===== config.mk =====
export PLATFORM = sky130hd
export DESIGN_NAME = mc_ctrl
export DESIGN_NICKNAME = d
export VERILOG_FILES = /design/src/rtl/mc_pkg.sv /design/src/rtl/mc_decode.sv /design/src/rtl/mc_ctrl.sv
export SDC_FILE = /design/constraint.sdc
export NUM_CORES = 1
export LEC_CHECK = 0
export ABC_AREA = 1
export CORE_MARGIN = 2
export CORE_UTILIZATION = 40
export CTS_BUF_LIST = sky130_fd_sc_hd__clkbuf_4
export DETAILED_ROUTE_END_ITERATION = 8
export HOLD_SLACK_MARGIN = 0.12
export PLACE_DENSITY = 0.78
export SYNTH_ARGS = -nofsm -noshare
export SYNTH_HDL_FRONTEND = slang
export SYNTH_HIERARCHICAL = 1
export SYNTH_SLANG_ARGS = --single-unit

===== constraint.sdc =====
create_clock -name clk -period 2.9 [get_ports clk]
set_input_delay 0.725 -clock clk [delete_from_list [all_inputs] [get_ports clk]]
set_output_delay 0.725 -clock clk [all_outputs]
set_load 0.01 [all_outputs]

===== src/rtl/mc_pkg.sv =====
// Shared encodings for the MIPS32 multicycle control unit: states, opcodes,
// function codes, ALU operation codes and datapath mux selects.
package mc_pkg;

   typedef enum logic [2:0] {
      S_IF   = 3'd0,
      S_ID   = 3'd1,
      S_EXE  = 3'd2,
      S_MEM  = 3'd3,
      S_WB   = 3'd4,
      S_HALT = 3'd5
   } state_t;

   localparam logic [5:0] OP_RTYPE = 6'h00;
   localparam logic [5:0] OP_J     = 6'h02;
   localparam logic [5:0] OP_JAL   = 6'h03;
   localparam logic [5:0] OP_BEQ   = 6'h04;
   localparam logic [5:0] OP_BNE   = 6'h05;
   localparam logic [5:0] OP_ADDI  = 6'h08;
   localparam logic [5:0] OP_ANDI  = 6'h0C;
   localparam logic [5:0] OP_ORI   = 6'h0D;
   localparam logic [5:0] OP_XORI  = 6'h0E;
   localparam logic [5:0] OP_LUI   = 6'h0F;
   localparam logic [5:0] OP_LW    = 6'h23;
   localparam logic [5:0] OP_SW    = 6'h2B;

   localparam logic [5:0] FN_SLL   = 6'h00;
   localparam logic [5:0] FN_SRL   = 6'h02;
   localparam logic [5:0] FN_SRA   = 6'h03;
   localparam logic [5:0] FN_JR    = 6'h08;
   localparam logic [5:0] FN_ADD   = 6'h20;
   localparam logic [5:0] FN_SUB   = 6'h22;
   localparam logic [5:0] FN_AND   = 6'h24;
   localparam logic [5:0] FN_OR    = 6'h25;
   localparam logic [5:0] FN_XOR   = 6'h26;

   localparam logic [3:0] ALU_ADD  = 4'b0000;
   localparam logic [3:0] ALU_SUB  = 4'b0100;
   localparam logic [3:0] ALU_AND  = 4'b0001;
   localparam logic [3:0] ALU_OR   = 4'b0101;
   localparam logic [3:0] ALU_XOR  = 4'b0010;
   localparam logic [3:0] ALU_LUI  = 4'b0110;
   localparam logic [3:0] ALU_SLL  = 4'b0011;
   localparam logic [3:0] ALU_SRL  = 4'b0111;
   localparam logic [3:0] ALU_SRA  = 4'b1111;

   localparam logic [1:0] SRCB_RT   = 2'b00;
   localparam logic [1:0] SRCB_FOUR = 2'b01;
   localparam logic [1:0] SRCB_IMM  = 2'b10;
   localparam logic [1:0] SRCB_BR   = 2'b11;

   localparam logic [1:0] PC_ALU    = 2'b00;
   localparam logic [1:0] PC_ALUOUT = 2'b01;
   localparam logic [1:0] PC_RS     = 2'b10;
   localparam logic [1:0] PC_JUMP   = 2'b11;

   typedef struct packed {
      logic i_add;
      logic i_sub;
      logic i_and;
      logic i_or;
      logic i_xor;
      logic i_sll;
      logic i_srl;
      logic i_sra;
      logic i_jr;
      logic i_addi;
      logic i_andi;
      logic i_ori;
      logic i_xori;
      logic i_lw;
      logic i_sw;
      logic i_beq;
      logic i_bne;
      logic i_lui;
      logic i_j;
      logic i_jal;
   } inst_t;

   // ALU operation used in sEXE; branches override this with SUB.
   function automatic logic [3:0] alu_code(inst_t i);
      logic [3:0] c;
      c = ALU_ADD;
      if (i.i_sub)                c = ALU_SUB;
      if (i.i_and  || i.i_andi)   c = ALU_AND;
      if (i.i_or   || i.i_ori)    c = ALU_OR;
      if (i.i_xor  || i.i_xori)   c = ALU_XOR;
      if (i.i_lui)                c = ALU_LUI;
      if (i.i_sll)                c = ALU_SLL;
      if (i.i_srl)                c = ALU_SRL;
      if (i.i_sra)                c = ALU_SRA;
      return c;
   endfunction

endpackage


===== src/rtl/mc_decode.sv =====
// Combinational instruction decoder: op/func to one-hot instruction flags.
// No state, zero latency; anything not recognised raises ill.
module mc_decode
   import mc_pkg::*;
(
   input  logic [5:0] op,
   input  logic [5:0] func,
   output inst_t      inst,
   output logic       ill,
   output logic       is_rtype,
   output logic       is_itype
);

   always_comb begin
      inst = '0;
      if (op == OP_RTYPE) begin
         case (func)
            FN_ADD:  inst.i_add = 1'b1;
            FN_SUB:  inst.i_sub = 1'b1;
            FN_AND:  inst.i_and = 1'b1;
            FN_OR:   inst.i_or  = 1'b1;
            FN_XOR:  inst.i_xor = 1'b1;
            FN_SLL:  inst.i_sll = 1'b1;
            FN_SRL:  inst.i_srl = 1'b1;
            FN_SRA:  inst.i_sra = 1'b1;
            FN_JR:   inst.i_jr  = 1'b1;
            default: inst = '0;
         endcase
      end else begin
         case (op)
            OP_J:    inst.i_j    = 1'b1;
            OP_JAL:  inst.i_jal  = 1'b1;
            OP_BEQ:  inst.i_beq  = 1'b1;
            OP_BNE:  inst.i_bne  = 1'b1;
            OP_ADDI: inst.i_addi = 1'b1;
            OP_ANDI: inst.i_andi = 1'b1;
            OP_ORI:  inst.i_ori  = 1'b1;
            OP_XORI: inst.i_xori = 1'b1;
            OP_LUI:  inst.i_lui  = 1'b1;
            OP_LW:   inst.i_lw   = 1'b1;
            OP_SW:   inst.i_sw   = 1'b1;
            default: inst = '0;
         endcase
      end
   end

   assign ill      = ~|inst;
   assign is_rtype = inst.i_add | inst.i_sub | inst.i_and | inst.i_or | inst.i_xor |
                     inst.i_sll | inst.i_srl | inst.i_sra | inst.i_jr;
   // Branches compare rs with rt, so they take the register B operand, not the immediate.
   assign is_itype = inst.i_addi | inst.i_andi | inst.i_ori | inst.i_xori |
                     inst.i_lui  | inst.i_lw   | inst.i_sw;

endmodule


===== src/rtl/mc_ctrl.sv =====
// Multicycle MIPS32 control FSM: sequences IF/ID/EXE/MEM/WB for a shared ALU and memory.
// Outputs are combinational from state/op/func/z; no backpressure, CPI 2..5 per instruction.
module mc_ctrl
   import mc_pkg::*;
#(
   parameter bit ILL_TRAP = 1'b0
) (
   input  logic       clk,
   input  logic       rst,
   input  logic [5:0] op,
   input  logic [5:0] func,
   input  logic       z,
   output logic       wpc,
   output logic       wir,
   output logic       wmem,
   output logic       wreg,
   output logic       iord,
   output logic       regrt,
   output logic       m2reg,
   output logic       jal,
   output logic       shift,
   output logic       sext,
   output logic       alusrca,
   output logic [1:0] alusrcb,
   output logic [3:0] aluc,
   output logic [1:0] pcsource,
   output logic [2:0] state,
   output logic       ill
);

   state_t cur_state;
   state_t nxt_state;
   inst_t  inst;
   logic   dec_ill;
   logic   is_rtype;
   logic   is_itype;

   mc_decode u_decode (
      .op       (op),
      .func     (func),
      .inst     (inst),
      .ill      (dec_ill),
      .is_rtype (is_rtype),
      .is_itype (is_itype)
   );

   always_ff @(posedge clk) begin
      if (rst) cur_state <= S_IF;
      else     cur_state <= nxt_state;
   end

   assign state = cur_state;

   always_comb begin
      nxt_state = cur_state;
      wpc       = 1'b0;
      wir       = 1'b0;
      wmem      = 1'b0;
      wreg      = 1'b0;
      iord      = 1'b0;
      regrt     = 1'b0;
      m2reg     = 1'b0;
      jal       = 1'b0;
      shift     = 1'b0;
      sext      = 1'b0;
      alusrca   = 1'b0;
      alusrcb   = SRCB_RT;
      aluc      = ALU_ADD;
      pcsource  = PC_ALU;
      ill       = 1'b0;

      case (cur_state)
         S_IF: begin
            wpc       = 1'b1;
            wir       = 1'b1;
            alusrcb   = SRCB_FOUR;
            nxt_state = S_ID;
         end
         S_ID: begin
            // Branch target is computed speculatively into ALU-out every decode.
            alusrcb = SRCB_BR;
            sext    = 1'b1;
            if (inst.i_j || inst.i_jal) begin
               wpc       = 1'b1;
               pcsource  = PC_JUMP;
               wreg      = inst.i_jal;
               jal       = inst.i_jal;
               nxt_state = S_IF;
            end else if (inst.i_jr) begin
               wpc       = 1'b1;
               pcsource  = PC_RS;
               nxt_state = S_IF;
            end else if (dec_ill) begin
               ill       = 1'b1;
               nxt_state = ILL_TRAP ? S_HALT : S_IF;
            end else begin
               nxt_state = S_EXE;
            end
         end
         S_EXE: begin
            alusrca = 1'b1;
            shift   = inst.i_sll | inst.i_srl | inst.i_sra;
            alusrcb = is_itype ? SRCB_IMM : SRCB_RT;
            sext    = inst.i_addi | inst.i_lw | inst.i_sw | inst.i_beq | inst.i_bne;
            aluc    = alu_code(inst);
            if (inst.i_beq || inst.i_bne) begin
               aluc      = ALU_SUB;
               pcsource  = PC_ALUOUT;
               wpc       = (inst.i_beq & z) | (inst.i_bne & ~z);
               nxt_state = S_IF;
            end else if (inst.i_lw || inst.i_sw) begin
               nxt_state = S_MEM;
            end else begin
               nxt_state = S_WB;
            end
         end
         S_MEM: begin
            iord = 1'b1;
            if (inst.i_sw) begin
               wmem      = 1'b1;
               nxt_state = S_IF;
            end else begin
               nxt_state = S_WB;
            end
         end
         S_WB: begin
            wreg      = 1'b1;
            regrt     = is_itype;
            m2reg     = inst.i_lw;
            nxt_state = S_IF;
         end
         S_HALT: nxt_state = S_HALT;
         default: nxt_state = S_IF;
      endcase

      // Reset aborts whatever is in flight without letting a write escape.
      if (rst) begin
         wpc  = 1'b0;
         wir  = 1'b0;
         wmem = 1'b0;
         wreg = 1'b0;
         ill  = 1'b0;
      end
   end

   logic unused_ok;
   assign unused_ok = is_rtype;

endmodule


==> impl_results.md <==
- RSZ-0062 raised after global routing: yes
- VDD IR max: 0.275 mV
- P per Cell Area: 167 nW/µm²
- Starting Density: 42.7%
- Skew-Pair Late Insertion Delay: 0.25 ns
- IO buf count: 37
- Commonest non-fill, non-tap cell in the layout: buf_4
- GR Util All Layers: 30.4%
- Skew final: 0.00240 ns
- Critical path fanouts, max: 4
- Leak pwr: 0.880 nW
- Via count: 1439
- Worst Hold Path EP: state[0]
- HP Class: flop to flop
- Failing checks: negative setup slack
- Reg-to-Reg Start: state[2]
- Distinct cells, synth: 25
- Longest Clk Path Bufs: 2
- Routed len/inst: 13.4 µm
- Worst slew pin tran: 0.351 ns
- Sequential share of the synthesized area: 7.16%
- CTS tree: built
- Mapped Area: 838 µm²
- Die Footprint: 2480 µm²
- Clock-pin transition on the worst setup and hold timing paths: 0.04 ns
- Ports: 38
- Maxcap violations: 0
- Reg-to-reg slack, setup: 1.67 ns
- Slowest CP cell: nor4_4
- Iteration count of the initial detailed-routing pass: 4
- Mapped Avg Cell Area: 4.99 µm²
- RR Endpoint: state[1]
- Critical path data arrival time: 2.20 ns
- Max FFs per register: 3
- Initial antenna violation count: 0
- Mapped Cells: 168
- Number of core rows: 16
- Fill count: 123
- N_diodes: 0
- Final setup fails: 1
- WHS Path Cells: 2
- DR DRC count: 0
- Largest net degree at the start of global routing: 9
- Crit Path Class: input port to output pin
- Critical Path Start Type: input port
- Count of state elements after synthesis: 3
- Die Ht: 49.8 µm
- Hpwl dp: 2320 µm
- CTS Sinks: 3
- CP endpoint kind: output pin
- Critical Path, Cell by Cell: buf_2, nor2_4, buf_12, nand3_4, buf_6, a21oi_1, nor2_1, nand3_2, nor2_2, inv_2, nor4_4, buf_2
- Ratio of final minimum period to clock period: 101%
- Most common cell on crit path: buf_2
- Pre-CTS setup slack: -0.723 ns
- Status: finished with violations
- Commonest non-fill, non-tap cells in the layout: 43 x buf_4, 28 x nand2_1, 27 x inv_1
- Vias in the first global route: 1429
- Hold_sp: state[2]
- Die width: 49.8 µm
- Max Freq: 0.342 GHz
- Via density: 5.12
- DRT antenna net count: 0
- Area delta synth->final: 98.1%
- Rel. slew slack: 76.5%
- GP Congestion: 0.832
- Syn_nets: 183
- Routed WL: 3770 µm
- Share of synthesized flip-flops with an asynchronous set or reset: 0%
- Hold Vio Cnt, Final: 0
- Cell Area, Placed: 1460 µm²
- DR iter-0 viols: 54
- Ratio of cells with drive above 1 in the final layout: 47.6%
- Top FF cell, synth: dfxtp_1
- Clk root buf: clkbuf_4
- Clock H-tree levels: 1
- Critical path's largest stage delay: 0.27 ns
- Max Slew Vio Count: 0
- Worst EP required: 2.17 ns
- Hold buffers post-CTS: 0
- Minimum clock period: 2.92 ns
- Final net count: 270
- First-pass GRT wire length: 5980 µm
- Num CTS Buffers: 3
- EDFF count, synth: 0
- Total grt overflow: 0
- Yosys Warn Count: 6
- Final WS setup: -0.0229 ns
- Core footprint: 1960 µm²
- Design area: 1660 µm²
- R2R cell count: 6
-- per-layer routing --
metal | track usage [%] | vias up | wire length (µm)
li1 | - | 694 | -
met1 | 34.0 | 652 | 1540
met2 | 53.8 | 75 | 1870
met3 | 5.76 | 18 | 238
met4 | 16.2 | 0 | 118
met5 | 0 | - | 0
-- critical path: cells and delay by family --
family / cells / cell delay (ns)
AND/OR/NAND/NOR: 6 / 0.83
buffers and inverters: 5 / 0.60
AO/OA/AOI/OAI: 1 / 0.04
-- synthesized netlist by cell type, types with 2 or more instances --
library cell  instances  area share [%]
nand2_1              32              14
nor2_2                4             3.0
o21ai_0               5             3.0
nand3_2               2             2.4
nor3_2                2             2.4
nand4_1               2             1.5
nor3_1                8             4.8
inv_2                 6             2.7
a21oi_1               7             4.2
dfxtp_1               3             7.2
o22ai_1               2             1.5
nor2_1               38              17
inv_1                32              14
nand3_1               9             5.4
nor2_4                5             6.7
nand2_2               2             1.5
-- final cells by class --
cell class                 count  area (µm²)  share of cell area [%]
clock buffer                   4        30.0                    1.81
inverter                      38         143                    8.59
multi-input combinational    126         762                    45.9
sequential                     3        60.1                    3.62
tap                           27        33.8                    2.03
timing repair buffer          83         632                    38.1
-- cell families after synthesis --
group / count (synthesis) / share of synthesized area, %
and+or+nand+nor: 109 / 64.0
buffers and inverters: 39 / 17.5
AOI/OAI and AO/OA: 17 / 11.3
DFF: 3 / 7.16
-- timing repair --
item | 4_1_cts | 5_1_grt
setup buffers | 15 | 2
setup endpoints to repair | 16 | 17
resized for setup | 76 | 44
pin swaps | 11 | 13
endpoints found under the hold margin | 0 | 0
-- power by group --
| group | switching, W | internal [W] | leakage, nW |
|---|---|---|---|
| Combinational | 0.0000791 | 0.0000603 | 0.837 |
| Sequential | 0.00000357 | 0.0000434 | 0.0245 |
| Clock | 0.0000298 | 0.0000614 | 0.0184 |
| Total | 0.000112 | 0.000165 | 0.880 |
-- worst max path at each step --
stage,from,to,slack [ns],cells past startpoint
floorplan,op[1],ill,0.43,8
global placement,op[4],ill,-0.63,11
detailed placement,op[5],ill,-0.72,11
CTS,op[1],ill,0.004,10
global route,op[4],ill,-0.06,12
finish,op[4],ill,-0.02,12
-- per-stage QoR --
stage,total power [W],cells,setup TNS [ns],hold slack [ns],util [%]
after floorplan,0.0000991,168,0,0.624,-
after global placement,0.000166,260,-8.19,0.609,74.2
after detailed placement,0.000169,260,-8.33,0.651,74.2
after CTS,0.000261,279,0,0.657,83.1
after global routing,0.000292,281,-0.109,0.701,84.6
final,0.000278,281,-0.0229,0.669,84.6
(Power assumes the default switching activity.)
